<file path="config.mk">
export PLATFORM = sky130hd
export DESIGN_NAME = memory_arbiter_flat
export DESIGN_NICKNAME = d
export VERILOG_FILES = /design/src/rtl/cpu_types_pkg.sv /design/src/rtl/memory_arbiter_if.sv /design/src/rtl/rr_priority_sel.sv /design/src/rtl/memory_arbiter.sv /design/src/flat_wrapper.sv
export SDC_FILE = /design/constraint.sdc
export NUM_CORES = 1
export LEC_CHECK = 0
export ABC_AREA = 0
export BUFFER_PORTS_ARGS = -buffer_cell sky130_fd_sc_hd__buf_2
export CAP_MARGIN = 25
export CORE_AREA = 3 3 168 170
export DETAILED_ROUTE_END_ITERATION = 7
export DIE_AREA = 0 0 171 173
export PLACE_DENSITY = 0.56
export SYNTH_ARGS = -nofsm -noshare
export SYNTH_HDL_FRONTEND = slang
export SYNTH_SLANG_ARGS = --single-unit
</file>
<file path="constraint.sdc">
create_clock -name CLK -period 3.6 [get_ports CLK]
set_input_delay 0.54 -clock CLK [delete_from_list [all_inputs] [get_ports CLK]]
set_output_delay 0.54 -clock CLK [all_outputs]
set_load 0.05 [all_outputs]
</file>
<file path="src/rtl/cpu_types_pkg.sv">
// cpu_types_pkg
// Shared types for the dual-core memory system: the machine word, the RAM
// port status reported by the memory model, and the arbiter FSM states.
// Ports: none (package only).
package cpu_types_pkg;

  localparam int WORD_W = 32;

  typedef logic [WORD_W-1:0] word_t;

  // Status reported by the single RAM port.
  typedef enum logic [1:0] {
    FREE   = 2'd0,
    BUSY   = 2'd1,
    ACCESS = 2'd2,
    ERROR  = 2'd3
  } ramstate_t;

  // memory_arbiter FSM: one transaction walks IDLE -> GRANT -> RESP.
  typedef enum logic [1:0] {
    IDLE  = 2'd0,
    GRANT = 2'd1,
    RESP  = 2'd2
  } arb_state_t;

endpackage

</file>
<file path="src/rtl/memory_arbiter_if.sv">
// memory_arbiter_if
// Bundles the per-core request/response signals and the RAM port that the
// arbiter sits between.
// Signals:
//   iREN/iaddr            per-core instruction fetch request
//   dREN/dWEN/daddr/dstore per-core data load/store request
//   ihit/dhit/iload/dload per-core completion pulses and returned data
//   ramREN/ramWEN/ramaddr/ramstore  RAM command
//   ramload/ramstate      RAM read data and status
//   err                   sticky abort flag
// Modports:
//   slave  - the arbiter's view
//   master - the environment's view (cores plus RAM)
interface memory_arbiter_if;
  import cpu_types_pkg::*;

  logic [1:0] iREN;
  word_t [1:0] iaddr;
  logic [1:0] dREN;
  logic [1:0] dWEN;
  word_t [1:0] daddr;
  word_t [1:0] dstore;

  logic [1:0] ihit;
  logic [1:0] dhit;
  word_t [1:0] iload;
  word_t [1:0] dload;

  logic ramREN;
  logic ramWEN;
  word_t ramaddr;
  word_t ramstore;
  word_t ramload;
  ramstate_t ramstate;

  logic err;

  modport slave (
    input  iREN, iaddr, dREN, dWEN, daddr, dstore, ramload, ramstate,
    output ihit, dhit, iload, dload, ramREN, ramWEN, ramaddr, ramstore, err
  );

  modport master (
    output iREN, iaddr, dREN, dWEN, daddr, dstore, ramload, ramstate,
    input  ihit, dhit, iload, dload, ramREN, ramWEN, ramaddr, ramstore, err
  );

endinterface

</file>
<file path="src/rtl/rr_priority_sel.sv">
// rr_priority_sel
// Combinational winner picker for the arbiter. Any data request beats any
// instruction request; inside the winning class the core named by rr goes
// first, otherwise the other core.
// Ports:
//   ireq[1:0]  per-core instruction request
//   dreq[1:0]  per-core data request (read or write)
//   rr         round-robin pointer (preferred core)
//   valid      some request is pending
//   core       winning core id
//   is_data    winner is a data request
module rr_priority_sel (
  input  logic [1:0] ireq,
  input  logic [1:0] dreq,
  input  logic       rr,
  output logic       valid,
  output logic       core,
  output logic       is_data
);

  always_comb begin
    valid   = (|ireq) || (|dreq);
    is_data = |dreq;
    core    = rr;
    // Preferred core wins if it is asking in the chosen class, else the other.
    if (is_data) begin
      core = dreq[rr] ? rr : ~rr;
    end else begin
      core = ireq[rr] ? rr : ~rr;
    end
  end

endmodule

</file>
<file path="src/rtl/memory_arbiter.sv">
// memory_arbiter
// Serialises instruction fetches and data loads/stores from two cores onto a
// single RAM port and returns one-cycle ihit/dhit pulses with the load data.
// Ports:
//   CLK   system clock, rising edge
//   RST   asynchronous active-high reset
//   bus   memory_arbiter_if.slave: core requests/responses, RAM port, err
// Parameter:
//   TIMEOUT  GRANT cycles tolerated without ACCESS before the request is
//            dropped and re-arbitrated
// All outputs are decoded from registers only, so no request input reaches
// the RAM command or the hit pulses combinationally.
module memory_arbiter
  import cpu_types_pkg::*;
#(
  parameter int TIMEOUT = 15
) (
  input  logic CLK,
  input  logic RST,
  memory_arbiter_if.slave bus
);

  localparam int CNT_W = $clog2(TIMEOUT + 1);
  localparam logic [CNT_W-1:0] CNT_MAX = CNT_W'(TIMEOUT);

  arb_state_t state;
  arb_state_t next_state;

  logic rr;
  logic err_q;

  logic lat_core;
  logic lat_data;
  logic lat_write;
  word_t lat_addr;
  word_t lat_store;
  word_t resp_q;

  logic [CNT_W-1:0] wait_cnt;

  logic [1:0] dreq;
  logic pick_valid;
  logic pick_core;
  logic pick_data;

  logic start;
  logic access;
  logic abort;

  assign dreq = bus.dREN | bus.dWEN;

  rr_priority_sel u_sel (
    .ireq    (bus.iREN),
    .dreq    (dreq),
    .rr      (rr),
    .valid   (pick_valid),
    .core    (pick_core),
    .is_data (pick_data)
  );

  // A transaction starts when IDLE sees any request; it completes on ACCESS
  // and is abandoned on an ERROR report or when the wait counter saturates.
  always_comb begin
    start  = (state == IDLE) && pick_valid;
    access = (state == GRANT) && (bus.ramstate == ACCESS);
    abort  = (state == GRANT) && (bus.ramstate != ACCESS) &&
             ((bus.ramstate == ERROR) || (wait_cnt == CNT_MAX));
  end

  // State register.
  always_ff @(posedge CLK or posedge RST) begin
    if (RST) begin
      state <= IDLE;
    end else begin
      state <= next_state;
    end
  end

  // Next-state logic. RESP always returns to IDLE so fresh requests are
  // sampled only after the request units have reacted to the hit pulse.
  always_comb begin
    next_state = state;
    case (state)
      IDLE: begin
        if (start) begin
          next_state = GRANT;
        end
      end
      GRANT: begin
        if (access) begin
          next_state = RESP;
        end else if (abort) begin
          next_state = IDLE;
        end
      end
      RESP: begin
        next_state = IDLE;
      end
      default: begin
        next_state = IDLE;
      end
    endcase
  end

  // Capture the winning request in IDLE and hold it for the whole GRANT so
  // the RAM command stays stable even if the requester drops its enable.
  // When both write and read are raised the write wins.
  always_ff @(posedge CLK or posedge RST) begin
    if (RST) begin
      lat_core  <= 1'b0;
      lat_data  <= 1'b0;
      lat_write <= 1'b0;
      lat_addr  <= '0;
      lat_store <= '0;
    end else if (start) begin
      lat_core  <= pick_core;
      lat_data  <= pick_data;
      lat_write <= pick_data && bus.dWEN[pick_core];
      lat_addr  <= pick_data ? bus.daddr[pick_core] : bus.iaddr[pick_core];
      lat_store <= pick_data ? bus.dstore[pick_core] : '0;
    end
  end

  // GRANT wait counter: cleared when a transaction starts, counts every GRANT
  // cycle and saturates at TIMEOUT, which is also the abort point.
  always_ff @(posedge CLK or posedge RST) begin
    if (RST) begin
      wait_cnt <= '0;
    end else if (start) begin
      wait_cnt <= '0;
    end else if ((state == GRANT) && (wait_cnt != CNT_MAX)) begin
      wait_cnt <= wait_cnt + 1'b1;
    end
  end

  // Response register: load data on a read ACCESS, zero for writes so that
  // a store completes with dload = 0.
  always_ff @(posedge CLK or posedge RST) begin
    if (RST) begin
      resp_q <= '0;
    end else if (access) begin
      resp_q <= lat_write ? '0 : bus.ramload;
    end
  end

  // Round-robin pointer flips after every completed transaction; the sticky
  // error flag records any abort until the next reset.
  always_ff @(posedge CLK or posedge RST) begin
    if (RST) begin
      rr    <= 1'b0;
      err_q <= 1'b0;
    end else begin
      if (state == RESP) begin
        rr <= ~rr;
      end
      if (abort) begin
        err_q <= 1'b1;
      end
    end
  end

  // Output decode from the state register and latches. Because the RAM
  // enables depend on state, an asynchronous reset drops them immediately.
  always_comb begin
    bus.ramREN   = (state == GRANT) && !lat_write;
    bus.ramWEN   = (state == GRANT) && lat_write;
    bus.ramaddr  = (state == GRANT) ? lat_addr : '0;
    bus.ramstore = ((state == GRANT) && lat_write) ? lat_store : '0;

    bus.ihit  = '0;
    bus.dhit  = '0;
    bus.iload = '0;
    bus.dload = '0;
    if (state == RESP) begin
      if (lat_data) begin
        bus.dhit[lat_core]  = 1'b1;
        bus.dload[lat_core] = resp_q;
      end else begin
        bus.ihit[lat_core]  = 1'b1;
        bus.iload[lat_core] = resp_q;
      end
    end

    bus.err = err_q;
  end

endmodule
</file>
<file path="src/flat_wrapper.sv">
// flat-port wrapper written by rule: the top's interface ports become plain ports
module memory_arbiter_flat import cpu_types_pkg::*;
#(
  parameter int TIMEOUT = 15
)
  (CLK, RST, bus_iREN, bus_iaddr, bus_dREN, bus_dWEN, bus_daddr, bus_dstore, bus_ramload, bus_ramstate, bus_ihit, bus_dhit, bus_iload, bus_dload, bus_ramREN, bus_ramWEN, bus_ramaddr, bus_ramstore, bus_err);
  memory_arbiter_if bus_i ();
  input  logic CLK;
  input  logic RST;
  input wire logic [$bits(bus_i.iREN)-1:0] bus_iREN;
  input wire logic [$bits(bus_i.iaddr)-1:0] bus_iaddr;
  input wire logic [$bits(bus_i.dREN)-1:0] bus_dREN;
  input wire logic [$bits(bus_i.dWEN)-1:0] bus_dWEN;
  input wire logic [$bits(bus_i.daddr)-1:0] bus_daddr;
  input wire logic [$bits(bus_i.dstore)-1:0] bus_dstore;
  input wire logic [$bits(bus_i.ramload)-1:0] bus_ramload;
  input wire logic [$bits(bus_i.ramstate)-1:0] bus_ramstate;
  output wire logic [$bits(bus_i.ihit)-1:0] bus_ihit;
  output wire logic [$bits(bus_i.dhit)-1:0] bus_dhit;
  output wire logic [$bits(bus_i.iload)-1:0] bus_iload;
  output wire logic [$bits(bus_i.dload)-1:0] bus_dload;
  output wire logic [$bits(bus_i.ramREN)-1:0] bus_ramREN;
  output wire logic [$bits(bus_i.ramWEN)-1:0] bus_ramWEN;
  output wire logic [$bits(bus_i.ramaddr)-1:0] bus_ramaddr;
  output wire logic [$bits(bus_i.ramstore)-1:0] bus_ramstore;
  output wire logic [$bits(bus_i.err)-1:0] bus_err;
  assign bus_i.iREN = bus_iREN;
  assign bus_i.iaddr = bus_iaddr;
  assign bus_i.dREN = bus_dREN;
  assign bus_i.dWEN = bus_dWEN;
  assign bus_i.daddr = bus_daddr;
  assign bus_i.dstore = bus_dstore;
  assign bus_i.ramload = bus_ramload;
  assign bus_i.ramstate = bus_ramstate;
  assign bus_ihit = bus_i.ihit;
  assign bus_dhit = bus_i.dhit;
  assign bus_iload = bus_i.iload;
  assign bus_dload = bus_i.dload;
  assign bus_ramREN = bus_i.ramREN;
  assign bus_ramWEN = bus_i.ramWEN;
  assign bus_ramaddr = bus_i.ramaddr;
  assign bus_ramstore = bus_i.ramstore;
  assign bus_err = bus_i.err;
  memory_arbiter #(.TIMEOUT(TIMEOUT)) u_core (.CLK(CLK), .RST(RST), .bus(bus_i));
endmodule
</file>
==> impl_metrics.ini, run 1 <==
[logic_synthesis]
synth_edf_count = 0
ys_top_cells_by_area = dfrtp_1, and2_1, mux2i_1
synth.top_cell.area_share_pct = 39.6
synth_commonest_cells = and2_1, dfrtp_1, nand2_1
yosysSeqAreaShare_pct = 39.6
synth_most_common_cell = and2_1
synthCells = 747
synth_ff_type = dfrtp_1
synth_top_area_cell = dfrtp_1
ys_warn_count = 0
synth_seq_cells = 107
synth_nets = 982
syn-cell-area_sq_mm = 0.00677
yosysUniqueCellTypes = 40
avgSynthCellArea_sq_um = 9.06
async_flop_share_pct = 100

[route]
drtAntennaViolNets = 0
vias_per_cell = 4.50
vias = 6687
wl_per_cell_um = 16.0
drt_iter0_markers = 291
drc = 0
first_pass_iters = 4
totalWireLength_um = 23800

[grt]
grt_overflow_total = 0
grt_max_degree = 66
grt_use_total_pct = 15.3
grt_pass1_vias = 6613
antenna_found_initial = 0
grt_pass1_wl_um = 36300

[floorplanning]
dieHeight_um = 173
die_w_um = 171
initial_core_util_pct = 25.2
boundaryPins = 433
rows = 60
core_sq_mm = 0.0269
die-area_sq_mm = 0.0296

[cts]
clk_pin_slew_ns = 0.08
cts_hold_buf = 0
cts_root_buf = clkbuf_16
clockBufferDepth = 2
insertion_delay_ns = 0.35
cts_num_sinks = 107
postCtsSetupBuffers = 0
cts_max_level = 3
ctsResizeCount = 0
cts_buffers = 9
cts_tree = built

[worst_setup_path]
cp_cell_sequence = and4b_1 > and2_1 > buf_2
crit_family = simple AND/OR/NAND/NOR gates
r2r_end = u_core.lat_addr[1]
r2r_start = u_core.rr
worst_setup_path_start_kind = flop
slowest_delay_ns = 0.90
cp_max_fo = 33
critPathKind = reg2out
r2r_slack_ns = 1.40
rr_worst_depth = 5
worstSetupEndpointType = primary output
critical_path_required_ns = 3.06
cp_num_buf_inv = 1
path_depth = 3
cp_slowest_cell = and4b_1
arrival_ns = 2.22

[sta]
hold_violations = 0
setup_viol = 0
max-slew-margin-rel_pct = 33.2
fin_crit_ns = 2.76
grt_setup_unrepaired = false
drv_slew = 0
post-route-period-util_pct = 76.6
fin_setup_tns_ns = 0
setup_ws_ns = 0.843
clock.fmax_mhz = 363
worst_slew_pin_slew_ns = 1.00
fin_skew_ns = 0.0123

[placed_design]
post-place-ws_ns = 0.990
port_buffers = 432
place_hpwl_um = 18000
gp_congestion = 0.817

[hold_path]
hold_class = in2async

[pwr]
powerDensity_mw_per_mm2 = 734
ir_drop_mv = 0.376
leakagePower_nw = 5.48
fin_total_pwr_mw = 7.02

[layout]
areaGrowthSynthToFinish_pct = 41.4
diodes = 0
fill_cells = 2830
fin_nets = 1375
drive_gt1_share_pct = 42.6

[run_status]
status = completed

[flow_run]
maxCapViolations = 0
==> cell families (layout without fill, tap and decap cells) <==
family	after synthesis	count (layout)	share of synthesized area [%]
AO/OA/AOI/OAI	119	119	12.0
XOR/XNOR	3	3	0.388
adder cells (fa/ha/maj)	1	1	0.185
buffers and inverters	69	467	4.59
flip-flops	107	107	39.6
multiplexers	87	87	12.9
AND/OR/NAND/NOR	361	361	30.4
==> how the worst max path moves through the flow <==
| stage | slack [ns] | to | start |
|---|---|---|---|
| final | 0.84 | bus_dload[58] | u_core.state[1] |
| after floorplan | 0.24 | u_core.bus.err | RST |
| after CTS | 0.82 | bus_dload[43] | u_core.state[1] |
| after global routing | 0.67 | bus_dload[60] | u_core.state[1] |
| after detailed placement | 0.99 | u_core.lat_store[28] | bus_dREN[0] |
| after global placement | 0.93 | u_core.lat_store[0] | bus_dREN[0] |
==> area by class of cell <==
type	count	area (sq um)	area share, %
Clock inverter	6	45.0	0.471
Inverter	2	10.0	0.105
Sequential cell	107	2680	28.0
Multi-Input combinational cell	571	3830	40.0
Timing Repair Buffer	449	2340	24.5
Tap cell	341	427	4.46
Clock buffer	10	239	2.50
==> layer usage <==
layer	global-route usage [%]	up-vias	part of all wire, %
met5	0	-	0
met4	3.52	0	1.5
met3	3.32	20	7.2
met2	28.7	285	52
met1	17.4	3043	39
li1	-	3339	-
==> power breakdown <==
part / internal, mW / switching (mW) / leakage [nW]
logic: 1.28 / 2.48 / 4.00
clock network: 0.498 / 0.498 / 0.144
registers: 1.78 / 0.494 / 1.33
total: 3.55 / 3.47 / 5.48
==> metrics by stage <==
stage / cell area [sq um] / hold WS [ns] / std cells / utilization [%]
2_1_floorplan: 6770 / 0.447 / 747 / -
3_3_place_gp: 9260 / 0.449 / 1469 / 34.5
3_5_place_dp: 9280 / 0.455 / 1470 / 34.5
4_1_cts: 9570 / 0.290 / 1486 / 35.6
5_1_grt: 9570 / 0.314 / 1486 / 35.6
6_report: 9570 / 0.268 / 1486 / 35.6
==> cell usage in the layout, fill, tap and decap left out, drive strengths merged, types with 2 or more instances in the layout <==
cell	Yosys	final
buf	18	449
and2	161	161
dfrtp	107	107
nand2	93	93
mux2i	86	86
o21ai	78	78
and3	42	42
nand2b	33	33
o221ai	22	22
nor4bb	10	10
a221oi	10	10
clkbuf	49	10
inv	2	6
nor2	5	5
nand3	4	4
nor2b	4	4
or4	2	2
nor3b	2	2
xor2	2	2
a21oi	2	2
clkinv	0	2
==> flip-flops by register name (all words and copies together), names as in the netlist <==
signal            flops
u_core.lat_core       1
u_core.resp_q        32
u_core.bus.err        1
u_core.lat_write      1
u_core.lat_store     32
u_core.state          2
u_core.rr             1
u_core.lat_addr      32
u_core.wait_cnt       4
u_core.lat_data       1
No activity file was read; power rests on OpenSTA's default activity.
==> run 2: changes to the inputs <==
--- a/config.mk
+++ b/config.mk
@@ -8,10 +8,10 @@
 export ABC_AREA = 0
 export BUFFER_PORTS_ARGS = -buffer_cell sky130_fd_sc_hd__buf_2
 export CAP_MARGIN = 25
-export CORE_AREA = 3 3 168 170
+export CORE_AREA = 3 3 166 168
 export DETAILED_ROUTE_END_ITERATION = 7
-export DIE_AREA = 0 0 171 173
-export PLACE_DENSITY = 0.56
+export DIE_AREA = 0 0 169 171
+export PLACE_DENSITY = 0.59
 export SYNTH_ARGS = -nofsm -noshare
 export SYNTH_HDL_FRONTEND = slang
 export SYNTH_SLANG_ARGS = --single-unit
==> constraint.sdc (replaced) <==
create_clock -name CLK -period 2.35 [get_ports CLK]
set_input_delay 0.3525 -clock CLK [delete_from_list [all_inputs] [get_ports CLK]]
set_output_delay 0.3525 -clock CLK [all_outputs]
set_load 0.05 [all_outputs]
==> impl_metrics.ini, run 2 (synthesis results as in run 1) <==
[placed_design]
placedCellCount = 1476
gp_congestion = 0.800
place_hpwl_um = 18000
port_buffers = 432

[floorplanning]
die-area_sq_mm = 0.0289
rows = 59
dieHeight_um = 171
die_w_um = 169
core_sq_mm = 0.0261
initial_core_util_pct = 26.0
boundaryPins = 433

[cts]
cts_buffers = 9
cts_max_level = 3
clk_pin_slew_ns = 0.07
cts_tree = built
insertion_delay_ns = 0.36
clockBufferDepth = 2
cts_num_sinks = 107
cts_hold_buf = 0
cts_root_buf = clkbuf_16

[sta]
drv_slew = 0
clock.fmax_mhz = 446
fin_crit_ns = 2.24
grt_setup_unrepaired = false
max-slew-margin-rel_pct = 57.5
setup_viol = 0
fin_setup_tns_ns = 0
post-route-period-util_pct = 95.3
worst_slew_pin_slew_ns = 0.637
hold_violations = 0
fin_skew_ns = 0.0139

[layout]
final_util_pct = 38.0
fin_nets = 1391
drive_gt1_share_pct = 43.4
final_cell_mix = buf_2, and2_1, dfrtp_1
areaGrowthSynthToFinish_pct = 46.4
final_cells = 1499
fill_cells = 2701
top_regs = u_core.lat_addr x32, u_core.lat_store x32, u_core.resp_q x32
final_common_cell = buf_2

[worst_setup_path]
path_depth = 6
crit_family = simple AND/OR/NAND/NOR gates
r2r_end = u_core.lat_addr[20]
r2r_start = u_core.rr
critical_path_required_ns = 2.00
worstSetupEndpointType = primary output
critPathKind = reg2out
slowest_delay_ns = 0.42
rr_worst_depth = 5
endpoint = bus_iload[32]
arrival_ns = 1.89
r2r_slack_ns = 0.45
cp-startpoint = u_core.state[0]
worst_setup_path_start_kind = flop
cp_cell_sequence = nand2b_4 > nor3b_4 > buf_12 > buf_6 > and2_1 > clkbuf_4
cp_num_buf_inv = 3
cp_slowest_cell = dfrtp_1
cp_max_fo = 16

[route]
drc = 0
wl_per_cell_um = 16.2
drt_iter0_markers = 279
totalWireLength_um = 24300
vias = 6844
first_pass_iters = 4
vias_per_cell = 4.57
drtAntennaViolNets = 0

[flow_run]
maxCapViolations = 0

[grt]
antenna_found_initial = 5
grt_pass1_vias = 6863
grt_pass1_wl_um = 36600
grt_use_total_pct = 15.8
grt_overflow_total = 0
grt_max_degree = 108

[hold_path]
hold_class = in2async

[pwr]
leakagePower_nw = 5.57
ir_drop_mv = 0.583
powerDensity_mw_per_mm2 = 1120
fin_total_pwr_mw = 11.1

[run_status]
status = completed
[run 2: layout make-up]
cell class	count	area (sq um)	area share (%)
antenna	4	10.0	0.101
clock buffer	11	233	2.35
clock inverter	4	76.3	0.771
inverter	2	11.3	0.114
multi-input combinational	571	3840	38.8
sequential	107	2680	27.1
tap	335	419	4.23
timing repair buffer	465	2630	26.6
[run 2: per-layer routing]
metal,wire length [um],vias up,global-route usage (%),share of wire [%]
met5,13,-,0,0.053
met4,685,2,6.21,2.8
met3,1620,43,3.21,6.7
met2,12800,287,29.2,53
met1,9200,3138,17.9,38
li1,-,3374,-,-
[run 2: power by group]
group	switching (mW)	internal [mW]	leakage [nW]
registers	0.757	2.72	1.33
clock network	0.712	0.933	0.146
logic	3.82	2.13	4.10
[run 2: per-stage QoR]
stage	area [sq um]	hold slack [ns]	setup slack, ns
finish	9900	0.166	0.109
global route	9900	0.228	0.00956
CTS	9750	0.195	0.0133
detailed placement	9440	0.448	0.119
global placement	9440	0.438	0.193
floorplan	6770	0.447	0.154
[run 2: worst reg2reg max path, delay by kind of cell, from the launching register on]
family                 cells  cell delay [ns]
AO/OA/AOI/OAI              2             0.49
AND/OR/NAND/NOR            1             0.32
buffers and inverters      1             0.22
flip-flops                 1             0.44
multiplexers               1             0.32
[run 2: how the worst min path moves through the flow]
stage | start | endpoint | slack (ns) | cells past startpoint
detailed placement | u_core.bus.err | u_core.bus.err | 0.45 | 1
global route | RST | u_core.resp_q[3] | 0.23 | 3
finish | RST | u_core.resp_q[3] | 0.17 | 3
CTS | RST | u_core.resp_q[4] | 0.20 | 3
floorplan | bus_ramstate[1] | u_core.state[0] | 0.45 | 1
global placement | u_core.bus.err | u_core.bus.err | 0.44 | 1
[run 2: repair_timing]
item	in CTS	in global routing
setup endpoints to repair	21	69
pin swaps	0	1
gates resized for setup	1	41
hold endpoints to repair	0	0
cloned	0	3
setup buffers	0	1
